`src/rtl/traffic_phase_sched.sv`:
```
`default_nettype none
// traffic_phase_sched: tick-driven two-pole phase sequencer with actuated greens,
// pedestrian walk insertion and emergency pre-emption. Rev 1.0
module traffic_phase_sched #(
  parameter int T_GMIN = 5,
  parameter int T_YEL  = 3,
  parameter int T_AR   = 1,
  parameter int T_PED  = 6
) (
  input  logic       clk,
  input  logic       rst,
  input  logic       tick,
  input  logic       sens1,
  input  logic       sens2,
  input  logic       ped_req,
  input  logic       emerg,
  output logic [2:0] pole1,
  output logic [2:0] pole2,
  output logic       walk,
  output logic [3:0] count
);

  typedef enum logic [2:0] {
    G1  = 3'd0,
    Y1  = 3'd1,
    AR1 = 3'd2,
    PED = 3'd3,
    G2  = 3'd4,
    Y2  = 3'd5,
    AR2 = 3'd6,
    EMG = 3'd7
  } state_t;

  localparam logic [3:0] C_GMIN = 4'(T_GMIN);
  localparam logic [3:0] C_YEL  = 4'(T_YEL);
  localparam logic [3:0] C_AR   = 4'(T_AR);
  localparam logic [3:0] C_PED  = 4'(T_PED);

  state_t     state;
  state_t     nxt_state;
  logic [3:0] nxt_count;
  logic       ped_pend;
  logic       ped_from_ar1;
  logic       ped_served;
  logic       emg_pend;
  logic       nxt_from_ar1;
  logic       nxt_served;
  logic       nxt_emg_pend;
  logic       timer_done;
  logic       enter_ped;

  function automatic logic [2:0] lamp1(input state_t s);
    case (s)
      G1:      lamp1 = 3'b001;
      Y1:      lamp1 = 3'b010;
      default: lamp1 = 3'b100;
    endcase
  endfunction

  function automatic logic [2:0] lamp2(input state_t s);
    case (s)
      G2:      lamp2 = 3'b001;
      Y2:      lamp2 = 3'b010;
      default: lamp2 = 3'b100;
    endcase
  endfunction

  always_comb begin
    nxt_state    = state;
    nxt_count    = count;
    nxt_from_ar1 = ped_from_ar1;
    nxt_served   = ped_served;
    nxt_emg_pend = emg_pend;
    timer_done   = tick && (count <= 4'd1);
    case (state)
      G1, G2: begin
        if (emerg) begin
          nxt_state    = (state == G1) ? Y1 : Y2;
          nxt_count    = C_YEL;
          nxt_emg_pend = 1'b1;
        end else if (tick) begin
          if (!timer_done) begin
            nxt_count = count - 4'd1;
          end else if ((state == G1) ? (sens2 | ped_pend) : (sens1 | ped_pend)) begin
            nxt_state = (state == G1) ? Y1 : Y2;
            nxt_count = C_YEL;
          end else begin
            nxt_count = 4'd0;
          end
        end
      end
      Y1, Y2: begin
        // an emergency seen at any point of yellow diverts its end to EMG
        if (emerg) nxt_emg_pend = 1'b1;
        if (tick) begin
          if (!timer_done) begin
            nxt_count = count - 4'd1;
          end else begin
            nxt_emg_pend = 1'b0;
            if (emg_pend || emerg) begin
              nxt_state = EMG;
              nxt_count = 4'd0;
            end else begin
              nxt_state = (state == Y1) ? AR1 : AR2;
              nxt_count = C_AR;
            end
          end
        end
      end
      AR1, AR2: begin
        if (emerg) begin
          nxt_state = EMG;
          nxt_count = 4'd0;
        end else if (tick) begin
          if (!timer_done) begin
            nxt_count = count - 4'd1;
          end else if (ped_pend && !ped_served) begin
            nxt_state    = PED;
            nxt_count    = C_PED;
            nxt_from_ar1 = (state == AR1);
          end else begin
            nxt_state  = (state == AR1) ? G2 : G1;
            nxt_count  = C_GMIN;
            nxt_served = 1'b0;
          end
        end
      end
      PED: begin
        if (emerg) begin
          nxt_state = EMG;
          nxt_count = 4'd0;
        end else if (tick) begin
          if (!timer_done) begin
            nxt_count = count - 4'd1;
          end else begin
            // return through the clearance state we came from; it then hands over
            nxt_state  = ped_from_ar1 ? AR1 : AR2;
            nxt_count  = C_AR;
            nxt_served = 1'b1;
          end
        end
      end
      EMG: begin
        nxt_count = 4'd0;
        if (!emerg) begin
          nxt_state  = AR2;
          nxt_count  = C_AR;
          nxt_served = 1'b0;
        end
      end
      default: begin
        nxt_state = G1;
        nxt_count = C_GMIN;
      end
    endcase
    enter_ped = (nxt_state == PED) && (state != PED);
  end

  always_ff @(posedge clk or negedge rst) begin
    if (!rst) begin
      state        <= G1;
      count        <= C_GMIN;
      ped_pend     <= 1'b0;
      ped_from_ar1 <= 1'b0;
      ped_served   <= 1'b0;
      emg_pend     <= 1'b0;
      pole1        <= 3'b001;
      pole2        <= 3'b100;
      walk         <= 1'b0;
    end else begin
      state        <= nxt_state;
      count        <= nxt_count;
      ped_pend     <= ped_req | (ped_pend & ~enter_ped);
      ped_from_ar1 <= nxt_from_ar1;
      ped_served   <= nxt_served;
      emg_pend     <= nxt_emg_pend;
      pole1        <= lamp1(nxt_state);
      pole2        <= lamp2(nxt_state);
      walk         <= (nxt_state == PED);
    end
  end

endmodule
`default_nettype wire

```
`config.mk`:
```
export PLATFORM = sky130hd
export DESIGN_NAME = traffic_phase_sched
export DESIGN_NICKNAME = d
export VERILOG_FILES = /design/src/rtl/traffic_phase_sched.sv
export SDC_FILE = /design/constraint.sdc
export NUM_CORES = 1
export LEC_CHECK = 0
export ABC_AREA = 1
export CAP_MARGIN = 20
export CORE_ASPECT_RATIO = 0.9
export CORE_UTILIZATION = 40
export CTS_BUF_LIST = sky130_fd_sc_hd__clkbuf_4 sky130_fd_sc_hd__clkbuf_8 sky130_fd_sc_hd__clkbuf_16
export DETAILED_ROUTE_END_ITERATION = 10
export GPL_TIMING_DRIVEN = 0
export PLACE_DENSITY = 0.63
export SLEW_MARGIN = 20
export SYNTH_ARGS = -nofsm -noshare
export SYNTH_HDL_FRONTEND = slang
export SYNTH_SLANG_ARGS = --single-unit
```
`constraint.sdc`:
```
create_clock -name clk -period 2.55 [get_ports clk]
set_clock_uncertainty 0.15 [all_clocks]
set_input_delay 0.51 -clock clk [delete_from_list [all_inputs] [get_ports clk]]
set_output_delay 0.51 -clock clk [all_outputs]
set_load 0.01 [all_outputs]
```
After elaboration in Yosys (flattened, before gate mapping)
Index checks and enable logic that the tools add are counted. Widths: inputs -> output; s select.

Flip-flop bits (word level): 18. Bits in latches: 0. Bits in writable memories: 0. ROM bits: 0. Input bits: 7. Output and inout bits: 11. Word-level logic and storage cells: 108. Memories kept: 0.

$add $sub $neg: 1. Multipliers: 0. Div/mod/pow operators: 0. $lt $le $gt $ge: 1. Equal/unequal tests: 24. Shift-type cells: 0. Multiplexer cells: 52. Bitwise gates (word level): 6. Reduce and logical (&&, ||, !) cells: 15.

Operators with widths (count): $mux 3 (19); $mux 4 (11); $pmux 4 s5 (1); $eq 3x3->1 const B (6); $ne 2x2->1 const B (9); $pmux 3 s5 (1); $mux 1 (14); $pmux 3 s2 (2); $eq 3x2->1 const B (3); $ne 3x3->1 const B (3); $reduce_and 9->1 (1); $eq 3x1->1 const B (2); $logic_not 3->1 (2); $reduce_or 2->1 (3); $reduce_and 5->1 (1); $le 4x1->1 const B (1); $mux 2 (2); $reduce_and 4->1 (1); $sub 4x1->4 const B (1); $logic_and 1x1->1 (3); $ne 3x2->1 const B (1); $or 1x1->1 (3); $pmux 1 s3 (1); $reduce_bool 3->1 (1); 6 further kinds (7).

Depth between registers and ports, before layout
Gate-level depths: netlist (run 1).

Depth in word-level cells: 12. Gate-level depth with buffers: 14. Mapped depth without buffers: 14.

Least setup slack after synthesis (run 1)
Ideal clock, no wire load.

Path kind: register -> register. Start: register count[0]. End: register walk. Setup time: 0.117 ns. Arrival time: 1.594 ns. Required time: 2.283 ns. Path slack: 0.689 ns. Cell stages (with the launch flop): 13. Buffers on the path: 0. Period minus slack after synthesis: 1.861 ns. Path through: dfstp_2 > inv_1 > ha_1 > inv_2 > nand2_2 > nand3_4 > clkinv_2 > nand2_1 > nand2_2 > nor2_4 > inv_2 > nand3_1 > nor2_1.

Cells in the longest elaborated chain, start to end: 7. Elaborated cells on any way between the ends: 15. Those cells by class: 1 x order compare; 1 x eq/ne; 12 x mux; 1 x reduce/logical.

RTL lines: start, declared (line 20) `output logic [3:0] count`; start signal, assigned (line 172) `count <= nxt_count;`; $le 4x1->1 * (line 74) `timer_done = tick && (count <= 4'd1);`; $logic_and 1x1->1 * (line 74); $mux 3 (on tied branches) (line 133, 115, 82); $mux 3 (on tied branches) (line 132, 114, 81); $mux 3 (on tied branches) (line 129, 111, 77); $pmux 3 s5 * (line 75) `case (state)`; named net nxt_state[1] (line 40) `state_t nxt_state;`; $eq 3x2->1 * (line 179) `walk <= (nxt_state == PED);`; end signal, assigned (line 179); end, declared (line 19) `output logic walk,`.

The timed path passes the listed nets; every way through them passes the cells marked *. A chain may end at the register's enable or synchronous reset.

Worst setup path in the final report (run 1)
Start: register count[2]. End: output count[2].

No word-level cell between the ends.

==> results of run 1 <==
-- path summary, 6_finish.rpt --
kind,from,end,slack (ns),cells past startpoint
max,count[2],count[2],0.50,1
min,ped_pend,ped_pend,0.34,1
max reg2reg,count[0],walk,0.51,12
min reg2reg,ped_pend,ped_pend,0.34,1
max in group asynchronous,rst,state[1],1.19,1
min in group asynchronous,rst,pole2[0],0.53,1
-- logic make-up after synthesis --
kind of cell / Yosys count / share of synthesized area, %
adders and majority gates: 2 / 2.18
AOI/OAI and AO/OA: 23 / 11.8
and+or+nand+nor: 74 / 36.3
buffers and inverters: 26 / 10.1
DFF: 18 / 39.7
-- worst reg2reg max path, stage by stage, from the launching register on --
cell and delay [ns]:
dfstp_2 0.55, inv_1 0.08, ha_1 0.24, inv_2 0.07
nand2_2 0.06, nand3_4 0.12, clkinv_2 0.17, nand2_1 0.12
nand2_2 0.08, nor2_4 0.15, inv_2 0.05, nand3_1 0.07
nor2_1 0.04
-- sequential cells by signal, summed over array words and instances, names as in the netlist, 3 cells and up --
name   flops
state      3
pole1      3
count      4
pole2      3
-- report_power, final --
group / switching [W] / internal (W) / total, W
logic: 0.000627 / 0.000401 / 0.00103
clock network: 0.0000898 / 0.0000872 / 0.000177
registers: 0.0000514 / 0.000399 / 0.000451
total: 0.000768 / 0.000887 / 0.00166
-- per-layer routing --
layer | GRT usage [%] | routed length (um)
met1 | 23.4 | 1110
met2 | 28.2 | 1150
met3 | 5.68 | 118
met4 | 6.75 | 31
met5 | 0 | 0
-- metrics by stage --
stage / instance area [um^2] / std cells / setup slack [ns]
after floorplan: 1150 / 143 / 0.689
after global placement: 1370 / 200 / 0.369
after detailed placement: 1370 / 200 / 0.348
after CTS: 1410 / 204 / 0.477
after global routing: 1410 / 204 / 0.364
final: 1410 / 204 / 0.497
-- cell type report --
cell class / count / area [um^2] / area share, %
Timing Repair Buffer: 17 / 170 / 12.1
Multi-Input combinational cell: 99 / 577 / 41.1
Tap cell: 40 / 50.0 / 3.56
Inverter: 24 / 93.8 / 6.68
Sequential cell: 18 / 455 / 32.4
Clock buffer: 4 / 36.3 / 2.58
Buffer: 2 / 22.5 / 1.60
-- cells in the mapped netlist --
cell type	number	area share [%]
a211o_1	1	0.76
o211ai_2	1	1.1
inv_4	1	0.55
nand2_2	8	4.4
a21oi_1	4	1.7
a21o_1	1	0.65
nor2_1	8	2.6
ha_1	2	2.2
inv_1	17	5.6
o21ai_0	7	3.0
nand3_4	2	3.0
a21oi_2	1	0.76
nand3_1	11	4.8
buf_6	2	2.0
nand2_1	31	10
nor2_2	4	2.2
dfrtp_1	14	31
inv_2	5	1.6
nand4_1	2	1.1
nor2_4	2	2.0
o21ai_1	7	3.0
nand3_2	2	1.7
nand4_2	1	1.1
dfstp_2	4	9.2
o31ai_1	1	0.65
nor2_8	1	1.7
nand2_4	1	0.98
clkinv_2	1	0.44
or2_1	1	0.55
==> impl_metrics.tcl, run 1 <==
set metrics [dict create \
    drt_wl_total_mm 2.41 \
    drtIter0Drc 43 \
    crit_family "flip-flops" \
    rsz0062_at_grt "no" \
    grt_pass1_vias 929 \
    path_cells "clkdlybuf4s50_1" \
    power_w 0.00166 \
    period_share_pct 80.5 \
    postCtsHoldBufs 0 \
    synth_cell_types 29 \
    path_clk_slew_ns 0.10 \
    syn-num-nets 152 \
    finalSetupTns_ns 0 \
    layout_common_cells "nand2_1 (31), inv_1 (17), clkdlybuf4s50_1 (17)" \
    critPathBufInv 1 \
    dp_hpwl_mm 1.80 \
    cts.sinks 18 \
    hp-class "reg -> reg" \
    peakVddDrop_v 0.000644 \
    crit_path_start_kind "flip-flop" \
    n_antenna_cell 0 \
    ctsLongestPathBuffers 2 \
    num_rows 18 \
    synthCells 143 \
    maxSlewHeadroom_pct 43.1 \
    fin_util_pct 51.6 \
    cp_slowest_cell "dfstp_2" \
    die_x_um 58.5 \
    ys_seq_area_share_pct 39.7 \
    final_common_cell "nand2_1" \
    layout-drive-gt1-share_pct 24.4 \
    netlist_area_mm2 0.00115 \
    portBuffers 17 \
    leakagePower_nw 0.678 \
    cpPeakStageDelay_ns 0.56 \
    required_ns 1.89 \
    cts_root_buf "clkbuf_4" \
    overflow 0 \
    vias 993 \
    maxCapViolCount 0 \
    slew_violations 0 \
    dr.pass1.iters 4 \
    gp_congestion 0.825 \
    routed_via_density 4.87 \
    cts_inserted_buffers 3 \
    critPathArrivalTime_ns 1.39 \
    grt_use_total_pct 18.1 \
    yosys_warnings 0 \
    wl_per_cell_um 11.8 \
    finalSetupViolCount 0 \
    final_antenna_net_count 0 \
    die_area_mm2 0.00309 \
    ys_seq_elements 18 \
    hold_violations 0 \
    cts_setup_buffers 0 \
    num-nets-final 174 \
    power.density_mw_per_mm2 1180 \
    syn2layout_area_growth_pct 22.3 \
    end_kind "primary output" \
    clkLatencyLatePin_ns 0.30 \
    path_max_fanout 3 \
    syn-mean-instance-area_um2 8.03 \
    status "finished, final reports clean" \
    antenna_found_initial 0 \
    cts-resized-gates 0 \
    cts_tree "built" \
    htreeDepth 1 \
    start_util_pct 42.1 \
    path_class "reg -> out" \
    ios 18 \
    fmax_ghz 0.487 \
    layout_min_cycle_time_ns 2.05 \
    grt_pass1_wl_mm 4.09 \
    core_mm2 0.00273 \
    fillers 276 \
    grt_max_degree 19 \
    route.detailed.drc 0 \
    die_h_um 52.8 \
    tightest_slew_ns 0.851 \
    holdWs_ns 0.342 \
]
Note: power is estimated with default switching activity, not from simulation.
==> run 2: changes to the inputs <==
--- a/config.mk
+++ b/config.mk
@@ -12,7 +12,7 @@
 export CTS_BUF_LIST = sky130_fd_sc_hd__clkbuf_4 sky130_fd_sc_hd__clkbuf_8 sky130_fd_sc_hd__clkbuf_16
 export DETAILED_ROUTE_END_ITERATION = 10
 export GPL_TIMING_DRIVEN = 0
-export PLACE_DENSITY = 0.63
+export PLACE_DENSITY = 0.66
 export SLEW_MARGIN = 20
 export SYNTH_ARGS = -nofsm -noshare
 export SYNTH_HDL_FRONTEND = slang
==> constraint.sdc (replaced) <==
create_clock -name clk -period 1.65 [get_ports clk]
set_clock_uncertainty 0.15 [all_clocks]
set_input_delay 0.33 -clock clk [delete_from_list [all_inputs] [get_ports clk]]
set_output_delay 0.33 -clock clk [all_outputs]
set_load 0.01 [all_outputs]
==> run 2 against run 1 <==
Against the previous run:
- largest power group unchanged
- non-clock buffer count rose by 13
- the run now ends with negative setup slack left
- routed wire length rose by 15%
- worst setup slack got worse by 0.74 ns
- flip-flop and latch count did not move
- critical endpoint is now walk
- sequential share of layout area fell by 5.3 points
==> impl_metrics.tcl, run 2 (synthesis results as in run 1) <==
set metrics [dict create \
    grt_pass1_vias 937 \
    rsz0062_at_grt "yes" \
    grt_max_degree 19 \
    core_mm2 0.00273 \
    maxCapViolCount 0 \
    dp_hpwl_mm 1.79 \
    peakVddDrop_v 0.000882 \
    dr.pass1.iters 4 \
    layout-drive-gt1-share_pct 42.1 \
    final_antenna_net_count 0 \
    layout_common_cells "nand2_1 (29), dfrtp_1 (14), inv_1 (13)" \
    violations "negative setup slack" \
    largest_reg_flops 4 \
    hp-class "in -> async" \
    leakagePower_nw 0.851 \
    clkPwrFrac_pct 8.7 \
    crit_start "count[0]" \
    status "complete, but fails checks" \
    ctsLongestPathBuffers 2 \
    power.density_mw_per_mm2 1870 \
    die_area_mm2 0.00309 \
    die_x_um 58.5 \
    postCtsHoldBufs 0 \
    holdWs_ns 0.334 \
    syn2layout_area_growth_pct 46.2 \
    pwr-share-seq_pct 22.6 \
    crit_path_start_kind "flip-flop" \
    portBuffers 17 \
    routed_via_density 4.98 \
    fillers 239 \
    cell_internal_pwr_w 0.00166 \
    num_rows 18 \
    path_clk_slew_ns 0.10 \
    hold_violations 0 \
    overflow 0 \
    finalSetupViolCount 16 \
    cts_tree "built" \
    layout_setup_ws_ns -0.246 \
    cts_inserted_buffers 3 \
    clkLatencyLatePin_ns 0.29 \
    fmax_ghz 0.527 \
    start_util_pct 42.1 \
    path_max_fanout 5 \
    drtIter0Drc 34 \
    grt_use_total_pct 19.0 \
    n_antenna_cell 0 \
    route.detailed.drc 0 \
    period_share_pct 115 \
    maxSlewHeadroom_pct 47.6 \
    gp_congestion 0.857 \
    grt-busiest-layer "met2" \
    slew_violations 0 \
    final_common_cell "nand2_1" \
    cts_root_buf "clkbuf_4" \
    htreeDepth 1 \
    cts.sinks 18 \
    switching_power_w 0.00148 \
    num-nets-final 188 \
    layout_min_cycle_time_ns 1.90 \
    regMostFlops "count" \
    globalRouteMet1Util_pct 25.4 \
    path_class "reg -> reg" \
    required_ns 1.69 \
    tightest_slew_ns 0.784 \
    power_frac_comb_pct 68.8 \
    end_kind "flip-flop" \
    r2r_start "count[0]" \
    die_h_um 52.8 \
    grt_pass1_wl_mm 4.34 \
    ios 18 \
    wl_per_cell_um 12.7 \
    drt_wl_total_mm 2.77 \
    global_route.usage.met3_pct 5.19 \
    place_ws_ns -0.342 \
    critPathArrivalTime_ns 1.94 \
    antenna_found_initial 0 \
    p_sw_share_pct 47.2 \
    use_met2_pct 31.6 \
    vias 1086 \
]
-- run 2: power groups by stage --
stage          registers (W)  logic [W]  clock network, W
3_3_place_gp        0.000703    0.00160                 0
2_1_floorplan       0.000746    0.00116                 0
5_1_grt             0.000726    0.00236          0.000311
6_report            0.000707    0.00215          0.000272
3_5_place_dp        0.000708    0.00163                 0
4_1_cts             0.000701    0.00179          0.000280
-- run 2: per-stage QoR --
| stage | utilization (%) | instances | TNS, ns | cell area (um^2) | power [W] |
|---|---|---|---|---|---|
| 6_report | 61.6 | 218 | -2.60 | 1680 | 0.00313 |
| 4_1_cts | 55.5 | 208 | -2.05 | 1510 | 0.00277 |
| 2_1_floorplan | - | 143 | -0.720 | 1170 | 0.00191 |
| 3_5_place_dp | 51.1 | 200 | -4.55 | 1390 | 0.00234 |
| 3_3_place_gp | 51.1 | 200 | -4.37 | 1390 | 0.00230 |
| 5_1_grt | 61.6 | 218 | -4.14 | 1680 | 0.00340 |
-- run 2: timing repair --
item	CTS	global route
buffers inserted	3	10
gates cloned	1	0
pin swaps	6	14
setup endpoints to repair	24	23
resized for setup	24	23
-- run 2: area by class of cell --
cell class	instances	area (um^2)	area share (%)
flip-flops and latches	18	455	27.1
multi-input cells	100	724	43.1
well taps	40	50.0	2.98
inverters	24	105	6.26
plain buffers	2	22.5	1.34
clock buffers	4	36.3	2.16
repair buffers	30	285	17.0
-- run 2: per-layer routing --
metal | wire length (um) | vias to the layer above
met3 | 132 | 2
li1 | - | 532
met1 | 1220 | 518
met5 | 0 | -
met4 | 10 | 0
met2 | 1400 | 34
-- run 2: critical path, stage by stage (launching register included) --
cell and delay, ns:
dfstp_2 0.58, inv_2 0.06, ha_4 0.16, inv_4 0.06, nand2_4 0.06, nand3_4 0.16
nor2_4 0.06, nand2_2 0.10, nand2_2 0.08, nor2_4 0.16, inv_2 0.07, nand3_2 0.07
nor2_1 0.04
-- run 2: path summary, 6_finish.rpt --
kind / to / slack (ns) / depth (start not counted)
max in group asynchronous: count[1] / 0.53 / 1
hold / removal: pole2[1] / 0.33 / 1
setup / recovery: walk / -0.25 / 12
hold reg to reg: ped_pend / 0.34 / 1
min in group clk: ped_pend / 0.34 / 1
setup reg to reg: walk / -0.25 / 12
==> run 3: changes to the inputs <==
--- a/config.mk
+++ b/config.mk
@@ -10,8 +10,10 @@
 export CORE_ASPECT_RATIO = 0.9
 export CORE_UTILIZATION = 40
 export CTS_BUF_LIST = sky130_fd_sc_hd__clkbuf_4 sky130_fd_sc_hd__clkbuf_8 sky130_fd_sc_hd__clkbuf_16
+export CTS_CLUSTER_SIZE = 12
 export DETAILED_ROUTE_END_ITERATION = 10
 export GPL_TIMING_DRIVEN = 0
+export MAX_ROUTING_LAYER = met4
 export PLACE_DENSITY = 0.66
 export SLEW_MARGIN = 20
 export SYNTH_ARGS = -nofsm -noshare
==> run 3 against run 2 <==
Against the previous run:
- the run still ends with negative setup slack left
- flip-flop and latch count stayed put
- non-clock buffer count stayed put
- sequential share of layout area shrank 0.10 points
- design area grew 0.37%
- combinational power hardly changed
- first-iteration DRC count down 8.8%
- fmax down 0.37%
- final cell count is the same
==> impl_metrics.tcl, run 3 (synthesis results as in run 1) <==
set metrics [dict create \
    hold_violations 0 \
    layout_setup_ws_ns -0.253 \
    grt_pass1_vias 939 \
    grt_use_total_pct 19.4 \
    path_clk_slew_ns 0.10 \
    path_cells "inv_2 > ha_4 > inv_4 > nand2_4 > nand3_4 > nor2_4 > nand2_2 > nand2_2 > nor2_4 > inv_2 > nand3_2 > nor2_1" \
    path_max_fanout 5 \
    dr.pass1.iters 4 \
    routed_via_density 4.99 \
    crit_path_start_kind "flip-flop" \
    place_ws_ns -0.342 \
    largest_reg_flops 4 \
    rsz0062_at_grt "yes" \
    peakVddDrop_v 0.000885 \
    cp_slowest_cell "dfstp_2" \
    die_area_mm2 0.00309 \
    ios 18 \
    status "complete, but fails checks" \
    portBuffers 17 \
    grt_max_degree 19 \
    drt_wl_total_mm 2.76 \
    syn2layout_area_growth_pct 46.7 \
    cts_tree "built" \
    slew_violations 0 \
    cts_root_buf "clkbuf_4" \
    final_cells 218 \
    path_class "reg -> reg" \
    layout_min_cycle_time_ns 1.90 \
    place_inst 200 \
    route.detailed.drc 0 \
    cpPeakStageDelay_ns 0.58 \
    leakagePower_nw 0.851 \
    antenna_found_initial 0 \
    fillers 235 \
    start_util_pct 42.1 \
    finalSetupViolCount 15 \
    gp_congestion 0.871 \
    regMostFlops "count" \
    cts_inserted_buffers 3 \
    n_antenna_cell 0 \
    num_rows 18 \
    final_common_cell "nand2_1" \
    grt_pass1_wl_mm 4.32 \
    critPathArrivalTime_ns 1.94 \
    layout_common_cells "nand2_1 (28), dfrtp_1 (14), inv_1 (13)" \
    num-nets-final 188 \
    power.density_mw_per_mm2 1870 \
    vias 1087 \
    end_kind "flip-flop" \
    drtIter0Drc 31 \
    maxSlewHeadroom_pct 47.7 \
    required_ns 1.69 \
    tightest_slew_ns 0.782 \
    die_h_um 52.8 \
    layout-drive-gt1-share_pct 43.3 \
    cts.sinks 18 \
    period_share_pct 115 \
    htreeDepth 1 \
    postCtsHoldBufs 0 \
    dp_hpwl_mm 1.79 \
    overflow 0 \
    die_x_um 58.5 \
    fmax_ghz 0.525 \
    ctsLongestPathBuffers 2 \
    maxCapViolCount 0 \
    final_antenna_net_count 0 \
    clkLatencyLatePin_ns 0.29 \
    core_mm2 0.00273 \
    wl_per_cell_um 12.7 \
    violations "negative setup slack" \
    hp-class "in -> async" \
]
-- run 3: cell types whose count changed in the layout (fill, tap and decap cells not counted) --
cell,change
nand2_1,-1
a21oi_2,+1
nand2_2,+1
a21oi_1,-1
-- run 3: where the power goes --
group	internal (W)	switching (W)	leakage [nW]
sequential	0.000617	0.0000907	0.209
combinational	0.000912	0.00126	0.621
clock	0.000134	0.000137	0.0210
-- run 3: repair_timing --
action | CTS | global route
endpoints found under the setup margin | 24 | 23
pin swaps | 6 | 14
buffers inserted | 3 | 10
resized for setup | 24 | 25
gates cloned | 1 | 0
hold endpoints to repair | 0 | 0
-- run 3: layout make-up --
type | instances | area, um^2 | share of cell area (%)
buffer | 2 | 22.5 | 1.34
clock buffer | 4 | 36.3 | 2.15
inverter | 24 | 105 | 6.24
multi-input combinational | 100 | 731 | 43.4
sequential | 18 | 455 | 27.0
tap | 40 | 50.0 | 2.97
timing repair buffer | 30 | 285 | 16.9
-- run 3: worst paths after layout --
kind	startpoint	endpoint	slack [ns]	cells past startpoint
max	count[0]	walk	-0.25	12
min	rst	pole2[1]	0.33	1
max reg2reg	count[0]	walk	-0.25	12
min reg2reg	ped_pend	ped_pend	0.34	1
max in group asynchronous	rst	count[1]	0.53	1
min in group clk	ped_pend	ped_pend	0.34	1
-- run 3: critical path, delay by kind of cell (launching register included) --
kind / cells / cell delay [ns]
buffers and inverters: 3 / 0.19
flip-flops: 1 / 0.58
adder cells (fa/ha/maj): 1 / 0.16
AND/OR/NAND/NOR: 8 / 0.74
-- run 3: layer usage --
layer	routed length (um)	global-route usage, %	vias up
li1	-	-	534
met1	1220	24.7	516
met2	1400	32.0	35
met3	135	5.19	2
met4	10	2.38	0
met5	0	-	-
-- run 3: through the flow --
stage	setup TNS (ns)	hold slack [ns]	instance area [um^2]	power [W]	util [%]
2_1_floorplan	-0.720	-0.116	1170	0.00191	-
3_3_place_gp	-4.37	0.319	1390	0.00230	51.1
3_5_place_dp	-4.55	0.322	1390	0.00234	51.1
4_1_cts	-2.05	0.347	1510	0.00277	55.5
5_1_grt	-4.07	0.366	1690	0.00342	61.8
6_report	-2.67	0.334	1690	0.00316	61.8
